`src/rtl/dll_sar_ctrl_pkg.sv`:
```
// Shared definitions for the DLL SAR delay-code controller.
package dll_sar_ctrl_pkg;

    localparam int CODE_W_DEF = 10;
    localparam int SETTLE_DEF = 8;
    localparam int FILT_DEF   = 4;

    typedef enum logic [2:0] {
        IDLE,
        SAR_SETTLE,
        SAR_SAMPLE,
        TRK_SETTLE,
        TRK_SAMPLE
    } state_t;

endpackage

```
`src/rtl/dll_settle_timer.sv`:
```
// Settle timer shared by SAR and tracking: load arms a SETTLE-cycle window,
// count advances it, done is high once the window has elapsed.
module dll_settle_timer
    import dll_sar_ctrl_pkg::*;
#(
    parameter int SETTLE = SETTLE_DEF
) (
    input  logic clk,
    input  logic rst_n,
    input  logic load,
    input  logic count,
    output logic done
);

    localparam int TW = (SETTLE > 2) ? $clog2(SETTLE) : 1;

    logic [TW-1:0] cnt;

    // Load SETTLE-1 so done rises in the SETTLE-th settling cycle.
    always_ff @(posedge clk or negedge rst_n) begin
        if (!rst_n) begin
            cnt <= '0;
        end else if (load) begin
            cnt <= TW'(SETTLE - 1);
        end else if (count && (cnt != '0)) begin
            cnt <= cnt - 1'b1;
        end
    end

    assign done = (cnt == '0);

endmodule

```
`src/rtl/dll_sar_ctrl.sv`:
```
// DLL delay-code controller: binary-search acquisition of the DCDL code,
// followed by filtered +/-1 tracking with clamp detection.
module dll_sar_ctrl
    import dll_sar_ctrl_pkg::*;
#(
    parameter int CODE_W = CODE_W_DEF,
    parameter int SETTLE = SETTLE_DEF,
    parameter int FILT   = FILT_DEF
) (
    input  logic              CLK_exit,
    input  logic              rst_n,
    input  logic              start,
    input  logic              pd_valid,
    input  logic              pd_late,
    output logic [CODE_W-1:0] Q,
    output logic              busy,
    output logic              lock,
    output logic              sat_err
);

    localparam int IDX_W = (CODE_W > 2) ? $clog2(CODE_W) : 1;
    localparam int CNT_W = $clog2(FILT + 1);
    localparam int ACC_W = CNT_W + 1;

    localparam logic [CODE_W-1:0]       Q_MID    = {1'b1, {(CODE_W-1){1'b0}}};
    localparam logic [IDX_W-1:0]        IDX_TOP  = IDX_W'(CODE_W - 1);
    localparam logic [CNT_W-1:0]        CNT_FULL = CNT_W'(FILT);
    localparam logic signed [ACC_W-1:0] ACC_ONE  = ACC_W'(1);
    localparam logic signed [ACC_W-1:0] ACC_POS  = ACC_W'(FILT);
    localparam logic signed [ACC_W-1:0] ACC_NEG  = -ACC_POS;

    state_t                    state_q, state_d;
    logic [CODE_W-1:0]         q_d, q_tmp;
    logic [IDX_W-1:0]          idx_q, idx_d;
    logic                      busy_d, lock_d, sat_d;
    logic signed [ACC_W-1:0]   acc_q, acc_d, acc_tmp;
    logic [CNT_W-1:0]          cnt_q, cnt_d, cnt_tmp;
    logic                      tmr_load, tmr_count, tmr_done;

    dll_settle_timer #(
        .SETTLE (SETTLE)
    ) u_settle (
        .clk   (CLK_exit),
        .rst_n (rst_n),
        .load  (tmr_load),
        .count (tmr_count),
        .done  (tmr_done)
    );

    // State, code, filter and flag registers.
    always_ff @(posedge CLK_exit or negedge rst_n) begin
        if (!rst_n) begin
            state_q <= IDLE;
            Q       <= Q_MID;
            idx_q   <= '0;
            busy    <= 1'b0;
            lock    <= 1'b0;
            sat_err <= 1'b0;
            acc_q   <= '0;
            cnt_q   <= '0;
        end else begin
            state_q <= state_d;
            Q       <= q_d;
            idx_q   <= idx_d;
            busy    <= busy_d;
            lock    <= lock_d;
            sat_err <= sat_d;
            acc_q   <= acc_d;
            cnt_q   <= cnt_d;
        end
    end

    // Next-state logic: start overrides everything, including a coincident sample.
    always_comb begin
        state_d   = state_q;
        q_d       = Q;
        idx_d     = idx_q;
        busy_d    = busy;
        lock_d    = lock;
        sat_d     = sat_err;
        acc_d     = acc_q;
        cnt_d     = cnt_q;
        tmr_load  = 1'b0;
        tmr_count = 1'b0;
        q_tmp     = Q;
        acc_tmp   = acc_q;
        cnt_tmp   = cnt_q;

        if (start) begin
            state_d  = SAR_SETTLE;
            q_d      = Q_MID;
            idx_d    = IDX_TOP;
            busy_d   = 1'b1;
            lock_d   = 1'b0;
            sat_d    = 1'b0;
            acc_d    = '0;
            cnt_d    = '0;
            tmr_load = 1'b1;
        end else begin
            unique case (state_q)
                IDLE: begin
                end
                SAR_SETTLE: begin
                    if (tmr_done) state_d = SAR_SAMPLE;
                    else          tmr_count = 1'b1;
                end
                SAR_SAMPLE: begin
                    if (pd_valid) begin
                        if (pd_late) q_tmp[idx_q] = 1'b0;
                        if (idx_q != '0) begin
                            q_tmp[idx_q - 1'b1] = 1'b1;
                            idx_d   = idx_q - 1'b1;
                            state_d = SAR_SETTLE;
                        end else begin
                            busy_d  = 1'b0;
                            lock_d  = 1'b1;
                            acc_d   = '0;
                            cnt_d   = '0;
                            state_d = TRK_SETTLE;
                        end
                        q_d      = q_tmp;
                        tmr_load = 1'b1;
                    end
                end
                TRK_SETTLE: begin
                    if (tmr_done) state_d = TRK_SAMPLE;
                    else          tmr_count = 1'b1;
                end
                TRK_SAMPLE: begin
                    if (pd_valid) begin
                        acc_tmp = acc_q + (pd_late ? ACC_ONE : -ACC_ONE);
                        cnt_tmp = cnt_q + 1'b1;
                        if (cnt_tmp == CNT_FULL) begin
                            acc_d = '0;
                            cnt_d = '0;
                            // A clamped step leaves the code untouched, so no re-settle.
                            if (acc_tmp == ACC_POS) begin
                                if (Q == '0) begin
                                    sat_d = 1'b1;
                                end else begin
                                    q_d      = Q - 1'b1;
                                    state_d  = TRK_SETTLE;
                                    tmr_load = 1'b1;
                                end
                            end else if (acc_tmp == ACC_NEG) begin
                                if (Q == '1) begin
                                    sat_d = 1'b1;
                                end else begin
                                    q_d      = Q + 1'b1;
                                    state_d  = TRK_SETTLE;
                                    tmr_load = 1'b1;
                                end
                            end
                        end else begin
                            acc_d = acc_tmp;
                            cnt_d = cnt_tmp;
                        end
                    end
                end
                default: state_d = IDLE;
            endcase
        end
    end

endmodule

```
`config.mk`:
```
export PLATFORM = sky130hd
export DESIGN_NAME = dll_sar_ctrl
export DESIGN_NICKNAME = d
export VERILOG_FILES = /design/src/rtl/dll_sar_ctrl_pkg.sv /design/src/rtl/dll_settle_timer.sv /design/src/rtl/dll_sar_ctrl.sv
export SDC_FILE = /design/constraint.sdc
export NUM_CORES = 1
export LEC_CHECK = 0
export CORE_UTILIZATION = 54
export CTS_CLUSTER_DIAMETER = 200
export DETAILED_ROUTE_END_ITERATION = 8
export PLACE_DENSITY = 0.82
export SLEW_MARGIN = 20
export SYNTH_ARGS = -nofsm -noshare
export SYNTH_HDL_FRONTEND = slang
export SYNTH_SLANG_ARGS = --single-unit
```
`constraint.sdc`:
```
create_clock -name CLK_exit -period 4.1 [get_ports CLK_exit]
set_input_delay 0.41 -clock CLK_exit [delete_from_list [all_inputs] [get_ports CLK_exit]]
set_output_delay 0.41 -clock CLK_exit [all_outputs]
set_load 0.05 [all_outputs]
```
# Yosys cells after proc, flatten, opt, wreduce, memory -nomap -nowiden
# Cells that the tools add are included.
classes:
  add_sub_neg: 6
  n_lt_le_gt_ge: 4
  eq_ne: 20
  n_mux: 77
  bitwise_logic: 3
  n_reduce_logical: 24
op_table:
  columns: ["operator", "n"]
  rows:
  - ["10-bit 2-to-1 mux", 13]
  - ["3-bit 2-to-1 mux", 17]
  - ["4-bit 2-to-1 mux", 10]
  - ["1-bit 2-to-1 mux", 29]
  - ["10-bit one-hot mux with 2 select lines", 1]
  - ["3-bit inequality test (second input constant)", 6]
  - ["3-bit one-hot mux with 5 select lines", 1]
  - ["4-bit inequality test (second input constant)", 3]
  - ["2-bit nonzero test", 6]
  - ["3-bit nonzero test", 4]
  - ["10-bit by 1-bit adder with 10-bit output (second input constant)", 1]
  - ["10-bit AND", 1]
  - ["10-bit == test (second input constant)", 1]
  - ["10-bit logical NOT", 1]
  - ["4-bit by 5-bit less-than comparator with 1-bit output (second input constant)", 2]
  - ["10-bit inverter", 1]
  - ["10-bit bitwise OR", 1]
  - ["10-bit by 1-bit subtractor with 10-bit output (second input constant)", 1]
  - ["9-bit AND reduction", 1]
  - ["1-bit demux with 4-bit select", 2]
  - ["4-bit by 1-bit >= comparator with 1-bit output (second input constant)", 2]
  - ["4-bit one-hot mux with 2 select lines", 1]
  - ["7-bit AND reduction", 1]
  - ["3-bit by 2-bit == test with 1-bit output (second input constant)", 2]
  - ["other kinds (20)", 26]
totals:
  register_bits: 30
  inputBits: 5
  output_inout_bits: 13
  wordCells: 143

# Depth between registers and ports, before layout
# Gate-level depths: netlist of the first run.
depth:
  ltp_word: 15
  depth_mapped: 15
  mapped_depth_nobuf: 15

# By module
# Synthesis of the first run repeated with hierarchy kept, for this count alone.
unflattened:
  hier_cells: 286
  hier_area_um2: 2437.3
by_module_without_submodules:
  columns: ["mod", "instances", "cells_each", "area_per_inst_um2", "seq_area_each_um2"]
  rows:
  - ["dll_sar_ctrl", 1, 269, 2253.4, 676.9]
  - ["dll_settle_timer", 1, 17, 183.9, 75.1]

# Least setup slack after synthesis of the first run
# OpenSTA, ideal clock, no wires.
synth_timing:
  path_kind: "input-to-reg"
  start: "input pd_late"
  end: "register Q[6]"
  setup_time_ps: 76
  t_arrival_ps: 3526
  required_time_ps: 4024
  slack_ps: 497
  cell_stages: 14
  path_buffers: 0
  path_cell_list: "inv_1 ha_1 a21o_1 a21oi_2 xnor3_1 nor2b_1 ha_1 nor2b_1 o21a_1 o21a_1 o21ai_0 mux2i_1 or4_1 o21ai_1"
synth_between:
  elab_chain_cells: 9
  elab_cells_between_ends: 20
  cone_classes: "add/sub (1); eq/ne (5); mux (12); bitwise (1); reduce/logical (1)"
synth_lines:
  columns: ["item", "line_no", "text"]
  rows:
  - ["from (decl)", "dll_sar_ctrl.sv:14", "input logic pd_late,"]
  - ["parallel branches: the longest is 9 deep, another holds 4-bit adder", null, null]
  - ["to (signal assigned)", "dll_sar_ctrl.sv:63", "Q <= q_d;"]
  - ["to (decl)", "dll_sar_ctrl.sv:15", "output logic [CODE_W-1:0] Q,"]
# Parallel ways; which one is timed is not known. The select of a mux whose other input is x is not followed.
# A chain may end at the register's enable or synchronous reset.

# Worst setup path in the final report of the first run
layout_timing:
  start: "input pd_late"
  end: "register Q[9]"
# The elaborated chain is that of the path after synthesis.

==> impl_metrics.tcl, run 1 <==
set metrics [dict create \
    holdBufCountCts 0 \
    n_fill_cell 345 \
    grt_start_max_net_pins 31 \
    wl_um 5260 \
    area_delta_synth_final_pct 13.1 \
    fin_util_pct 65.9 \
    hold_depth 1 \
    syn_avg_cell_area_um2 8.69 \
    cts_setup_buffers 0 \
    ys.flop_type "dfrtp_1" \
    hold_path.class "flop to flop" \
    finalMaxSlewViolations 0 \
    post_cts_resized 0 \
    setup_viol 0 \
    via_count 2096 \
    fp.dieArea_mm2 0.00475 \
    gp_congestion 0.990 \
    die_y_um 68.9 \
    outcome "finished clean" \
    worstPathMaxFanout 5 \
    ys_types 48 \
    worstPathRequired_ns 4.32 \
    max_freq_mhz 264 \
    worst_pin_slew_ns 0.844 \
    power_switching_share_pct 38.6 \
    fin_worst_skew_ns 0.00751 \
    ant_nets 0 \
    synthCells 278 \
    hold_end "busy" \
    die_w_um 68.9 \
    stdcell_count 347 \
    worstReg2RegEnd "Q[9]" \
    tns_ns 0 \
    dpl.hpwl_um 3840 \
    synth.cell_area_mm2 0.00242 \
    drc 0 \
    critPathLaunchType "input port" \
    clockBufferDepth 2 \
    yosysWarnings 0 \
    insertedDiodeCount 0 \
    grt_pass1_vias 1934 \
    synth_nets 305 \
    ys_seq_elements 30 \
    portBuffers 17 \
    p_comb_share_pct 35.1 \
    gr-total-overflow 0 \
    clk_latency_ns 0.29 \
    rows 23 \
    io_pins 18 \
    r2r_start "acc_q[0]" \
    final_cell_mix "nand2_1 (40), dfrtp_1 (29), nor2_1 (20), ha_1 (20), clkdlybuf4s50_1 (17)" \
    cts_root_buf "clkbuf_8" \
    maxSlewHeadroom_pct 43.5 \
    async_flop_share_pct 100 \
    wl_per_cell_um 15.2 \
    layout.nets 323 \
    critical_path_class "input port to flop" \
    post-route-period-util_pct 92.5 \
    crit_path_end_kind "flop" \
    cts_sinks 30 \
    rsz0062_at_grt "false" \
    hold_viol_final 0 \
    drt_first_pass_iters 4 \
    worstRegToRegCells 14 \
    place_inst 339 \
    cap_violations 0 \
    yosysSeqAreaShare_pct 31.1 \
    clockPowerShare_pct 25.5 \
    peakVddDrop_mv 0.189 \
    seqPwrFrac_pct 39.4 \
    tritoncts "yes" \
    coreArea_mm2 0.00414 \
    synth_area_leaders "dfrtp_1 (30%), ha_1 (10%), nand2_1 (6.2%)" \
    p_sw_mw 0.379 \
    timing.reg2reg.setup_slack_ns 0.65 \
    drive_above_1_share_pct 10.1 \
    period_needed_ns 3.79 \
    clkSlewWorstSetupHoldPaths_ns 0.07 \
    start_util_pct 58.3 \
    viasPerCell 6.04 \
    synth_area_leader_cell "dfrtp_1" \
    internal-power_mw 0.602 \
    drt_iter0_drc 163 \
    arrival_ns 4.02 \
    holdWs_ns 0.489 \
    track_usage_pct 25.5 \
    hp-start "busy" \
    final_common_cell "nand2_1" \
    cts_max_level 2 \
    synth-edff-count 0 \
    leakagePower_nw 1.21 \
    grt_pass1_wl_um 8890 \
    antenna_found_initial 0 \
    power_density_mw_per_mm2 359 \
    cts_buffers 5 \
    synth_top_area_share_pct 30.0 \
]
## power groups by stage
stage | combinational, mW | sequential (mW) | clock [mW]
finish | 0.344 | 0.386 | 0.250
global route | 0.380 | 0.393 | 0.273
CTS | 0.343 | 0.385 | 0.259
detailed placement | 0.341 | 0.391 | 0
global placement | 0.334 | 0.389 | 0
floorplan | 0.221 | 0.420 | 0
## critical path, stage by stage
cell	delay (ns)
clkdlybuf4s50_1	0.53
inv_1	0.09
ha_1	0.31
a21o_1	0.19
a21oi_2	0.18
xnor3_1	0.30
nor2b_2	0.21
buf_4	0.16
ha_1	0.33
a21oi_1	0.27
o21ai_0	0.13
a21oi_1	0.20
o21ai_0	0.15
xor2_1	0.18
a31oi_1	0.22
a2bb2oi_2	0.15
## metal layers
layer | share of wire, % | track usage [%] | routed length [um] | vias to the layer above
met5 | 0 | 0 | 0 | -
met4 | 1.2 | 6.89 | 61 | 0
met3 | 5.8 | 5.92 | 305 | 9
met2 | 45 | 40.7 | 2370 | 54
met1 | 48 | 34.5 | 2520 | 1003
li1 | - | - | - | 1030
## area by class of cell
class,count,area (um^2),share of cell area (%)
clock buffers,7,86.3,3.16
clock inverters,1,5.00,0.183
inverters,16,60.1,2.20
multi-input cells,219,1540,56.5
flip-flops and latches,30,752,27.5
well taps,50,62.6,2.29
repair buffers,24,223,8.15
## stage by stage
step / area (um^2) / power, mW / setup slack, ns
global route: 2730 / 1.05 / 0.0291
finish: 2730 / 0.981 / 0.306
CTS: 2730 / 0.987 / 0.291
detailed placement: 2640 / 0.731 / 0.00492
floorplan: 2420 / 0.642 / 0.497
global placement: 2640 / 0.723 / 0.0909
## registers in the layout (all words and copies together), names as in the netlist
register,count
u_settle.cnt,3
acc_q,4
busy,1
sat_err,1
state_q,3
cnt_q,3
lock,1
Q,10
idx_q,4
## worst max path at each step
| stage | from | to | slack [ns] | cells past startpoint |
|---|---|---|---|---|
| floorplan | pd_late | Q[6] | 0.50 | 14 |
| global placement | pd_late | Q[9] | 0.09 | 16 |
| detailed placement | pd_late | Q[9] | 0.005 | 16 |
| CTS | pd_late | Q[9] | 0.29 | 16 |
| global route | pd_late | Q[9] | 0.03 | 16 |
| finish | pd_late | Q[9] | 0.31 | 16 |
## Yosys cell counts (2+ instances only)
cell / number
or2_2: 2
o31ai_1: 4
xor2_1: 8
nand3_1: 5
nor2_1: 20
nand4_1: 2
a31oi_1: 5
a211oi_1: 2
nor4_1: 3
nor2b_1: 4
mux2i_1: 4
a221oi_1: 7
dfrtp_1: 29
xnor2_1: 7
nand2b_1: 6
o21ai_1: 2
fa_1: 2
buf_6: 2
a21oi_1: 14
o21a_1: 3
ha_1: 20
nand2_1: 40
o21bai_1: 3
clkbuf_1: 11
a21o_1: 8
and3_1: 2
a2111oi_2: 5
inv_1: 16
or3_1: 2
o21ai_0: 15
nor3_1: 8
## logic make-up after synthesis
family / share of synthesized area [%]
simple gates: 19.4
compound gates: 23.7
flops: 31.1
buf+inv: 5.13
fa+ha+maj: 12.0
xor+xnor: 6.37
mux: 2.28
Note: power is estimated with default switching activity, not from simulation.
==> run 2: changes to the inputs <==
--- a/config.mk
+++ b/config.mk
@@ -5,10 +5,11 @@
 export SDC_FILE = /design/constraint.sdc
 export NUM_CORES = 1
 export LEC_CHECK = 0
-export CORE_UTILIZATION = 54
+export CORE_UTILIZATION = 60
 export CTS_CLUSTER_DIAMETER = 200
 export DETAILED_ROUTE_END_ITERATION = 8
-export PLACE_DENSITY = 0.82
+export DONT_BUFFER_PORTS = 1
+export PLACE_DENSITY = 0.84
 export SLEW_MARGIN = 20
 export SYNTH_ARGS = -nofsm -noshare
 export SYNTH_HDL_FRONTEND = slang
==> run 2 against run 1 <==
Effect of this change: die area shrank 9.7%; critical path depth decreased by 3; global-route usage is 4.4 points higher; maximum frequency rose by 3.0%; register-to-register slack lost 0.23 ns; critical path type is now flop to flop; critical endpoint is now Q[6].
==> impl_metrics.tcl, run 2 (same netlist as run 1, synthesis figures left out) <==
set metrics [dict create \
    fin_util_pct 68.1 \
    hold_viol_final 0 \
    tritoncts "yes" \
    grt_pass1_vias 2103 \
    rows 22 \
    maxSlewHeadroom_pct 35.8 \
    arrival_ns 3.90 \
    fp.dieArea_mm2 0.00428 \
    die_w_um 65.5 \
    regMostFlops "Q" \
    drt_first_pass_iters 4 \
    antenna_found_initial 0 \
    peakVddDrop_mv 0.243 \
    dpl.hpwl_um 4030 \
    cpLargestDelayFamily "simple AND/OR/NAND/NOR gates" \
    cap_violations 0 \
    finalMaxSlewViolations 0 \
    layout.nets 303 \
    drive_above_1_share_pct 9.39 \
    post-route-period-util_pct 89.9 \
    final_cell_mix "nand2_1 (40), dfrtp_1 (29), nor2_1 (20), ha_1 (20), inv_1 (16)" \
    reg_top3 "Q (10), acc_q (4), idx_q (4)" \
    ant_nets 0 \
    worst_pin_slew_ns 0.959 \
    worstPathRequired_ns 4.31 \
    fin_worst_skew_ns 0.00923 \
    clockBufferDepth 2 \
    start_util_pct 64.1 \
    viasPerCell 6.47 \
    power_density_mw_per_mm2 383 \
    cts_setup_buffers 0 \
    area_delta_synth_final_pct 6.27 \
    io_pins 18 \
    cp_num_buf_inv 1 \
    grt_start_max_net_pins 31 \
    critPathLaunchType "flop" \
    drc 0 \
    cts_sinks 30 \
    wl_um 5640 \
    outcome "finished clean" \
    coreArea_mm2 0.00377 \
    cpMaxStageDelayCell "or4_1" \
    cpPeakStageDelay_ns 0.46 \
    dpl_worst_slack_ns 0.381 \
    crit_chain "inv_1 -> fa_1 -> xor2_1 -> or2_2 -> nor2b_1 -> ha_1 -> nor2b_1 -> o21a_1 -> o21a_1 -> o21ai_0 -> mux2i_1 -> or4_1 -> o21ai_1" \
    track_usage_pct 30.0 \
    fin_ws_ns 0.416 \
    grt_pass1_wl_um 9630 \
    wl_per_cell_um 17.3 \
    hold_path.class "input port to flop" \
    die_y_um 65.5 \
    final_common_cell "nand2_1" \
    cts_buffers 5 \
    worstPathMaxFanout 6 \
    clk_latency_ns 0.29 \
    max_freq_mhz 271 \
    clkSlewWorstSetupHoldPaths_ns 0.07 \
    tns_ns 0 \
    rsz0062_at_grt "false" \
    setup_viol 0 \
    via_count 2103 \
    gp_congestion 1.01 \
    largest_reg_flops 10 \
    fin_area_mm2 0.00257 \
    placed_area_mm2 0.00243 \
    period_needed_ns 3.68 \
    holdBufCountCts 2 \
    total_power_mw 0.984 \
    drt_iter0_drc 223 \
    post_cts_resized 0 \
    leakagePower_nw 1.15 \
    critical_path_class "flop to flop" \
    insertedDiodeCount 0 \
    portBuffers 0 \
    cts_max_level 2 \
    cts_root_buf "clkbuf_8" \
    gr-total-overflow 0 \
    crit_path_end_kind "flop" \
]
## run 2: metal layers
layer | global-route usage (%) | share of wire (%) | wire [um] | vias to the layer above
li1 | - | - | - | 995
met1 | 37.6 | 44 | 2490 | 1024
met2 | 47.8 | 48 | 2710 | 69
met3 | 7.99 | 5.3 | 300 | 15
met4 | 13.9 | 2.3 | 129 | 0
met5 | 0 | 0 | 0 | -
## run 2: report_power, final
group	internal, mW	switching [mW]
Sequential	0.331	0.113
Clock	0.169	0.114
Combinational	0.108	0.150
## run 2: cell type report
class | instances | area (um^2)
fillers | 291 | 1200
well taps | 48 | 60.1
inverters | 16 | 60.1
flip-flops and latches | 30 | 752
clock buffers | 8 | 110
repair buffers | 4 | 45.0
multi-input cells | 219 | 1540
## run 2: final timing paths
kind	startpoint	to	slack, ns	depth (start not counted)
max in group asynchronous	rst_n	Q[9]	3.32	2
max	acc_q[0]	Q[6]	0.42	13
min reg2reg	acc_q[2]	acc_q[2]	0.50	2
max reg2reg	acc_q[0]	Q[6]	0.42	13
min	start	lock	0.19	1
min in group asynchronous	rst_n	acc_q[3]	0.55	2
## run 2: through the flow
stage               instances  hold slack (ns)
detailed placement        315            0.115
floorplan                 278            0.114
finish                    325            0.188
CTS                       325            0.182
global route              325            0.178
global placement          315            0.115
==> run 3: changes to the inputs <==
--- a/config.mk
+++ b/config.mk
@@ -5,11 +5,15 @@
 export SDC_FILE = /design/constraint.sdc
 export NUM_CORES = 1
 export LEC_CHECK = 0
-export CORE_UTILIZATION = 60
+export CELL_PAD_IN_SITES_DETAIL_PLACEMENT = 1
+export CELL_PAD_IN_SITES_GLOBAL_PLACEMENT = 2
+export CORE_UTILIZATION = 39
 export CTS_CLUSTER_DIAMETER = 200
 export DETAILED_ROUTE_END_ITERATION = 8
 export DONT_BUFFER_PORTS = 1
-export PLACE_DENSITY = 0.84
+export GPL_TIMING_DRIVEN = 0
+export PLACE_DENSITY = 0.87
+export REMOVE_ABC_BUFFERS = 1
 export SLEW_MARGIN = 20
 export SYNTH_ARGS = -nofsm -noshare
 export SYNTH_HDL_FRONTEND = slang
==> run 3 against run 2 <==
Effect of this change: global-route usage down 9.5 points; routed wire length increased by 7.6%; via count fell by 6.6%; clock power decreased by 11%; clock skew fell by 0.0016 ns.
==> impl_metrics.tcl, run 3 (same netlist as run 1, synthesis figures left out) <==
set metrics [dict create \
    outcome "finished clean" \
    timing.reg2reg.setup_slack_ns 0.30 \
    worstReg2RegEnd "Q[6]" \
    rows 28 \
    die_w_um 80.7 \
    antenna_found_initial 0 \
    cts_sinks 30 \
    layout.nets 302 \
    hold_path.class "input port to flop" \
    hold_viol_final 0 \
    track_usage_pct 20.4 \
    maxSlewHeadroom_pct 35.8 \
    via_count 1965 \
    critPathLaunchType "flop" \
    hp-start "start" \
    final_common_cell "nand2_1" \
    drt_iter0_drc 62 \
    post-route-period-util_pct 92.7 \
    regMostFlops "Q" \
    rsz0062_at_grt "false" \
    peakVddDrop_mv 0.172 \
    power_density_mw_per_mm2 369 \
    wl_um 6060 \
    insertedDiodeCount 0 \
    cts_buffers 5 \
    tritoncts "yes" \
    cts_root_buf "clkbuf_8" \
    stdcell_count 351 \
    ant_nets 0 \
    arrival_ns 4.01 \
    grt_pass1_wl_um 10200 \
    placed_area_mm2 0.00246 \
    drc 0 \
    io_pins 18 \
    worstRegToRegCells 13 \
    largest_reg_flops 10 \
    cpPeakStageDelay_ns 0.48 \
    leakagePower_nw 1.13 \
    total_power_mw 0.953 \
    worstPathRequired_ns 4.31 \
    cts_setup_buffers 0 \
    cts_max_level 2 \
    hold_depth 1 \
    wl_per_cell_um 17.3 \
    final_cell_mix "nand2_1 (40), dfrtp_1 (29), ha_1 (20)" \
    finalMaxSlewViolations 0 \
    coreArea_mm2 0.00596 \
    grt_pass1_vias 2014 \
    r2r_start "acc_q[0]" \
    cap_violations 0 \
    place_inst 341 \
    crit_path_end_kind "flop" \
    gr-total-overflow 0 \
    start_util_pct 40.6 \
    fp.dieArea_mm2 0.00651 \
    crit_chain "inv_1 -> fa_1 -> xor2_1 -> or2_2 -> nor2b_2 -> ha_1 -> nor2b_1 -> o21a_1 -> o21a_1 -> o21ai_0 -> mux2i_1 -> or4_1 -> o21ai_1" \
    fin_area_mm2 0.00258 \
    die_y_um 80.7 \
    portBuffers 0 \
    gp_congestion 0.754 \
    cpLargestDelayFamily "simple AND/OR/NAND/NOR gates" \
    setup_viol 0 \
    clk_latency_ns 0.28 \
    viasPerCell 5.60 \
    worst_pin_slew_ns 0.958 \
    drt_first_pass_iters 4 \
    cp_num_buf_inv 1 \
    cpMostUsedCell "o21a_1" \
    hold_end "idx_q[1]" \
    n_fill_cell 721 \
    area_delta_synth_final_pct 6.94 \
    reg_top3 "Q (10), acc_q (4), idx_q (4)" \
    grt_start_max_net_pins 31 \
    tns_ns 0 \
    drive_above_1_share_pct 9.42 \
    dpl.hpwl_um 4490 \
    max_freq_mhz 263 \
    worstPathMaxFanout 10 \
    cpMaxStageDelayCell "or4_1" \
    fin_worst_skew_ns 0.00763 \
    clockBufferDepth 2 \
    clkSlewWorstSetupHoldPaths_ns 0.07 \
    period_needed_ns 3.80 \
    critical_path_class "flop to flop" \
]
==> run 3: worst max path at each step <==
| stage | startpoint | to | slack (ns) | cells after the start |
|---|---|---|---|---|
| after global placement | pd_late | Q[6] | -0.02 | 14 |
| after global routing | acc_q[1] | Q[6] | 0.14 | 14 |
| after detailed placement | pd_late | Q[6] | -0.13 | 15 |
| after CTS | acc_q[1] | Q[6] | 0.02 | 13 |
| after floorplan | pd_late | Q[6] | 0.50 | 14 |
| final | acc_q[0] | Q[6] | 0.30 | 13 |
==> run 3: what timing repair did <==
| action | in CTS | in global routing |
|---|---|---|
| hold endpoints to repair | 30 | 0 |
| setup endpoints to repair | 0 | 3 |
| gates resized for setup | 0 | 1 |
| hold buffers | 2 | 0 |
==> run 3: through the flow <==
stage	hold slack [ns]	util [%]	setup WS [ns]
floorplan	0.114	-	0.497
global placement	0.115	41.1	-0.0229
detailed placement	0.116	41.3	-0.131
CTS	0.186	43.3	0.0156
global route	0.181	43.4	0.143
finish	0.189	43.4	0.299
==> run 3: report_power, final <==
part	switching, mW	total (mW)	internal (mW)	leakage (nW)
Combinational	0.148	0.257	0.109	0.707
Sequential	0.114	0.445	0.330	0.380
Clock	0.115	0.251	0.135	0.0482
==> run 3: cell type report <==
class                   instances  area [um^2]  share of cell area, %
clock buffers                   7         86.3                   3.34
flip-flops and latches         30          752                   29.1
multi-input cells             219         1550                   59.8
well taps                      75         93.8                   3.63
repair buffers                  3         41.3                   1.60
clock inverters                 1         5.00                  0.194
inverters                      16         60.1                   2.32
==> run 3: per-layer routing <==
layer / vias to the layer above / track usage [%] / share of wire [%]
met4: 0 / 4.29 / 0.79
met1: 951 / 28.9 / 51
li1: 988 / - / -
met2: 21 / 32.7 / 45
met3: 5 / 3.07 / 2.8
met5: - / 0 / 0
